### src/rtl/regfile_wb_arbiter.sv
// Two-source writeback arbiter for the register-file write port, with a pending-write
// scoreboard so decode can see RAW hazards on long-latency (port-1) destinations.
module regfile_wb_arbiter #(
    parameter int XLEN         = 32,
    parameter int REG_ADDR_W   = 5,
    parameter int STARVE_LIMIT = 4
) (
    input  logic                  clk,
    input  logic                  rst,

    input  logic                  p0_valid,
    output logic                  p0_ready,
    input  logic [REG_ADDR_W-1:0] p0_addr,
    input  logic [XLEN-1:0]       p0_data,

    input  logic                  p1_valid,
    output logic                  p1_ready,
    input  logic [REG_ADDR_W-1:0] p1_addr,
    input  logic [XLEN-1:0]       p1_data,

    input  logic                  iss_valid,
    input  logic [REG_ADDR_W-1:0] iss_addr,

    input  logic [REG_ADDR_W-1:0] q_addr1,
    input  logic [REG_ADDR_W-1:0] q_addr2,
    output logic                  q_busy1,
    output logic                  q_busy2,

    output logic [REG_ADDR_W-1:0] a3,
    output logic                  we3,
    output logic [XLEN-1:0]       wd3
);

    localparam int NREG  = 2 ** REG_ADDR_W;
    localparam int CNT_W = $clog2(STARVE_LIMIT + 1);
    localparam logic [CNT_W-1:0] LIMIT = CNT_W'(STARVE_LIMIT);

    logic [CNT_W-1:0] starve_cnt;
    logic [NREG-1:0]  busy;
    logic [NREG-1:0]  busy_nxt;

    logic p0_wr;
    logic p1_wr;
    logic conflict;
    logic p1_starved;
    logic p0_acc;
    logic p1_acc;
    logic iss_set;

    // Arbitration: x0 requests never compete for the port, so only two real writes conflict.
    always_comb begin
        p0_wr      = p0_valid && (p0_addr != '0);
        p1_wr      = p1_valid && (p1_addr != '0);
        conflict   = p0_wr && p1_wr;
        p1_starved = (starve_cnt == LIMIT);
        p0_ready   = !(conflict && p1_starved);
        p1_ready   = !(conflict && !p1_starved);
        p0_acc     = p0_wr && p0_ready;
        p1_acc     = p1_wr && p1_ready;
        iss_set    = iss_valid && (iss_addr != '0);
    end

    // Output register feeding register_file's write port
    always_ff @(posedge clk or posedge rst) begin
        if (rst) begin
            a3  <= '0;
            we3 <= 1'b0;
            wd3 <= '0;
        end else if (p0_acc) begin
            a3  <= p0_addr;
            we3 <= 1'b1;
            wd3 <= p0_data;
        end else if (p1_acc) begin
            a3  <= p1_addr;
            we3 <= 1'b1;
            wd3 <= p1_data;
        end else begin
            we3 <= 1'b0;
        end
    end

    // A blocked port-1 request implies p1_wr, so only valid-and-waiting cycles count up.
    always_ff @(posedge clk or posedge rst) begin
        if (rst) begin
            starve_cnt <= '0;
        end else if (!p1_valid || p1_ready) begin
            starve_cnt <= '0;
        end else if (starve_cnt != LIMIT) begin
            starve_cnt <= starve_cnt + CNT_W'(1);
        end
    end

    // Scoreboard: a fresh issue to the same register supersedes a completing one.
    always_comb begin
        busy_nxt = busy;
        if (p1_acc) begin
            busy_nxt[p1_addr] = 1'b0;
        end
        if (iss_set) begin
            busy_nxt[iss_addr] = 1'b1;
        end
        busy_nxt[0] = 1'b0;
    end

    always_ff @(posedge clk or posedge rst) begin
        if (rst) begin
            busy <= '0;
        end else begin
            busy <= busy_nxt;
        end
    end

    // The we3 term covers the cycle where the write sits in the output register
    // and register_file has not yet taken it.
    always_comb begin
        q_busy1 = (q_addr1 != '0) && (busy[q_addr1] || (we3 && (a3 == q_addr1)));
        q_busy2 = (q_addr2 != '0) && (busy[q_addr2] || (we3 && (a3 == q_addr2)));
    end

endmodule

### config.mk
export PLATFORM = sky130hd
export DESIGN_NAME = regfile_wb_arbiter
export DESIGN_NICKNAME = d
export VERILOG_FILES = /design/src/rtl/regfile_wb_arbiter.sv
export SDC_FILE = /design/constraint.sdc
export NUM_CORES = 1
export LEC_CHECK = 0
export BUFFER_PORTS_ARGS = -buffer_cell sky130_fd_sc_hd__buf_2
export CAP_MARGIN = 0
export CORE_UTILIZATION = 52
export CTS_BUF_LIST = sky130_fd_sc_hd__clkbuf_4
export CTS_CLUSTER_SIZE = 16
export DETAILED_ROUTE_END_ITERATION = 12
export PLACE_DENSITY = 0.94
export RECOVER_POWER = 25
export SLEW_MARGIN = 0
export SYNTH_ARGS = -nofsm -noshare
export SYNTH_HDL_FRONTEND = slang
export SYNTH_SLANG_ARGS = --single-unit
### constraint.sdc
create_clock -name clk -period 3.1 [get_ports clk]
set_clock_uncertainty 0.15 [all_clocks]
set_input_delay 0.465 -clock clk [delete_from_list [all_inputs] [get_ports clk]]
set_output_delay 0.465 -clock clk [all_outputs]
set_load 0.01 [all_outputs]
==> impl_metrics.env <==
export IMPL_syn_inst=376
export IMPL_finalHoldViolCount=0
export IMPL_outcome="complete, but fails checks"
export IMPL_maxSlewHeadroom_pct=-3.83
export IMPL_antenna_found_initial=1
export IMPL_hold_depth=3
export IMPL_initial_core_util_pct=53.9
export IMPL_antenna_cells=0
export IMPL_layout_drive_gt1_share_pct=35.0
export IMPL_grt_max_degree=43
export IMPL_fmax_mhz=342
export IMPL_crit_path_end_kind="primary output"
export IMPL_required_ns=2.48
export IMPL_cp_start_kind="register"
export IMPL_num_rows=31
export IMPL_synth_largest_area_cell="dfrtp_1"
export IMPL_leakage_nw=2.27
export IMPL_dieArea_um2=7870
export IMPL_failed_checks="max-capacitance violations, max-slew violations"
export IMPL_yosysUniqueCellTypes=46
export IMPL_switching_power_uw=773
export IMPL_setup_tns_ns=0
export IMPL_hp_class="primary input to register"
export IMPL_power_total_mw=2.35
export IMPL_critical_path_class="register to primary output"
export IMPL_r2r_cells=8
export IMPL_die_height_um=88.7
export IMPL_setup_violations=0
export IMPL_wl_per_cell_um=17.8
export IMPL_synth_edf_count=0
export IMPL_crit_fanout=3
export IMPL_syn_area_um2=3910
export IMPL_clk_latency_ns=0.42
export IMPL_numCtsBuffers=9
export IMPL_vias_per_cell=6.12
export IMPL_async_flop_share_pct=100
export IMPL_cts_root_buf="clkbuf_4"
export IMPL_die_w_um=88.7
export IMPL_cts_tree="yes"
export IMPL_worst_slack_ns=0.176
export IMPL_layout_worst_path_cycle_share_pct=94.3
export IMPL_drv_slew=43
export IMPL_core_area_um2=7250
export IMPL_yosysMostFrequentCell="nand2_1"
export IMPL_cts_setup_buffers=0
export IMPL_ant_nets=0
export IMPL_period_needed_ns=2.92
export IMPL_finalNetCount=597
export IMPL_area_growth_pct=20.8
export IMPL_pwr_share_comb_pct=25.7
export IMPL_swShare_pct=33.0
export IMPL_critPathArrivalTime_ns=2.31
export IMPL_clock_power_share_pct=21.7
export IMPL_p_int_mw=1.57
export IMPL_grt_first_pass_wirelength_um=17000
export IMPL_drt_iter0_drc=368
export IMPL_synth_warnings=0
export IMPL_hold_buffers=0
export IMPL_ctsHtreeMaxLevel=3
export IMPL_vias=3702
export IMPL_dr_pass1_iters=5
export IMPL_p_seq_share_pct=52.6
export IMPL_synthesis_nets=472
export IMPL_p_per_area_nw_per_um2=497
export IMPL_ys_seq_elements=72
export IMPL_drcViolationCount=0
export IMPL_track_usage_pct=28.7
export IMPL_port_buffers=135
export IMPL_post_place_ws_ns=0.218
export IMPL_grt_pass1_vias=3624
export IMPL_tightestPinTransition_ns=1.56
export IMPL_synth_top_area_share_pct=46.1
export IMPL_ios=136
export IMPL_ctsLongestPathBuffers=2
export IMPL_grt_ovfl_total=0
export IMPL_path_clk_slew_ns=0.14
export IMPL_post_route_util_pct=65.1
export IMPL_synth_area_per_cell_um2=10.4
export IMPL_hold_ws_ns=0.0761
export IMPL_drt_wl_total_um=10800
export IMPL_cap_violations=1
export IMPL_ys_top_cells_by_area="dfrtp_1, mux4_2, nand2_1"
export IMPL_ys_seq_area_share_pct=46.1
export IMPL_cts_resized=0
export IMPL_dp_hpwl_um=7920
export IMPL_synth_main_ff_cell="dfrtp_1"
export IMPL_grt_setup_unrepaired="false"
export IMPL_globalplace_congestion=0.917
export IMPL_peakVddDrop_mv=0.213
export IMPL_clock_sink_count=72
export IMPL_synth_common_cells="nand2_1, dfrtp_1, a22oi_1"
export IMPL_fillCellCount=591
## stage by stage
| step | area (um2) | instances |
|---|---|---|
| global route | 4720 | 605 |
| finish | 4720 | 605 |
| floorplan | 3910 | 376 |
| detailed placement | 4630 | 589 |
| global placement | 4630 | 589 |
| CTS | 4740 | 605 |
## placed cells by master, fill, tap and decap left out, types with 5 or more instances in the layout
| cell type | netlist | routed |
|---|---|---|
| buf_2 | 7 | 135 |
| nand2_1 | 89 | 89 |
| dfrtp_1 | 72 | 72 |
| a22oi_1 | 37 | 37 |
| nand3_1 | 19 | 19 |
| o2bb2ai_1 | 16 | 16 |
| mux4_2 | 15 | 15 |
| a22o_1 | 14 | 14 |
| clkbuf_4 | 0 | 9 |
| nand4_1 | 8 | 8 |
| nor3b_1 | 8 | 8 |
| xor2_1 | 8 | 8 |
| nor2_1 | 7 | 7 |
| mux2i_1 | 7 | 7 |
| inv_1 | 5 | 5 |
| nand3b_1 | 5 | 5 |
## power by group through the flow
stage          combinational, mW  clock, mW  sequential, mW
6_report                   0.603      0.510            1.23
2_1_floorplan              0.384          0            1.21
5_1_grt                    0.661      0.561            1.25
4_1_cts                    0.604      0.522            1.23
3_5_place_dp               0.601          0            1.24
3_3_place_gp               0.577          0            1.23
## routing by layer
layer,track usage [%],routed length [um]
met1,36.4,4290
met2,46.4,5230
met3,7.00,948
met4,13.5,291
met5,1.95,8
## flip-flops by register name (all words and copies together), names as in the netlist
| name | flops |
|---|---|
| a3 | 5 |
| starve_cnt | 3 |
| wd3 | 32 |
| we3 | 1 |
| busy | 31 |
## final timing paths
check,end,slack [ns],from
worst max-delay path,q_busy2,0.18,busy[31]
worst max register to register,wd3[20],0.83,starve_cnt[0]
max in group asynchronous,busy[23],0.94,rst
worst min register to register,starve_cnt[0],0.35,starve_cnt[0]
worst min-delay path,wd3[7],0.08,p1_data[7]
min in group asynchronous,wd3[19],0.34,rst
## final cells by class
class / instances / area (um2) / share of cell area, %
Clock buffer: 9 / 67.6 / 1.43
Clock inverter: 7 / 46.3 / 0.980
Inverter: 5 / 18.8 / 0.397
Multi-Input combinational cell: 274 / 1960 / 41.6
Sequential cell: 72 / 1800 / 38.1
Tap cell: 99 / 124 / 2.62
Timing Repair Buffer: 139 / 703 / 14.9
## kinds of logic after synthesis
| logic type | share of synthesized area, % |
|---|---|
| AOI/OAI and AO/OA | 16.7 |
| xor gates and xnor gates | 2.46 |
| adders and majority gates | 0.639 |
| buffers and inverters | 3.90 |
| DFF | 46.1 |
| muxes | 10.7 |
| and+or+nand+nor | 19.5 |
## critical path, cell delays in order, from the launching register on
cell and delay [ns]:
dfrtp_1 0.45, mux4_2 0.49, mux2i_1 0.14, mux2i_1 0.09
a2111oi_0 0.48, a21oi_1 0.08, buf_2 0.16
(Power assumes the default switching activity.)
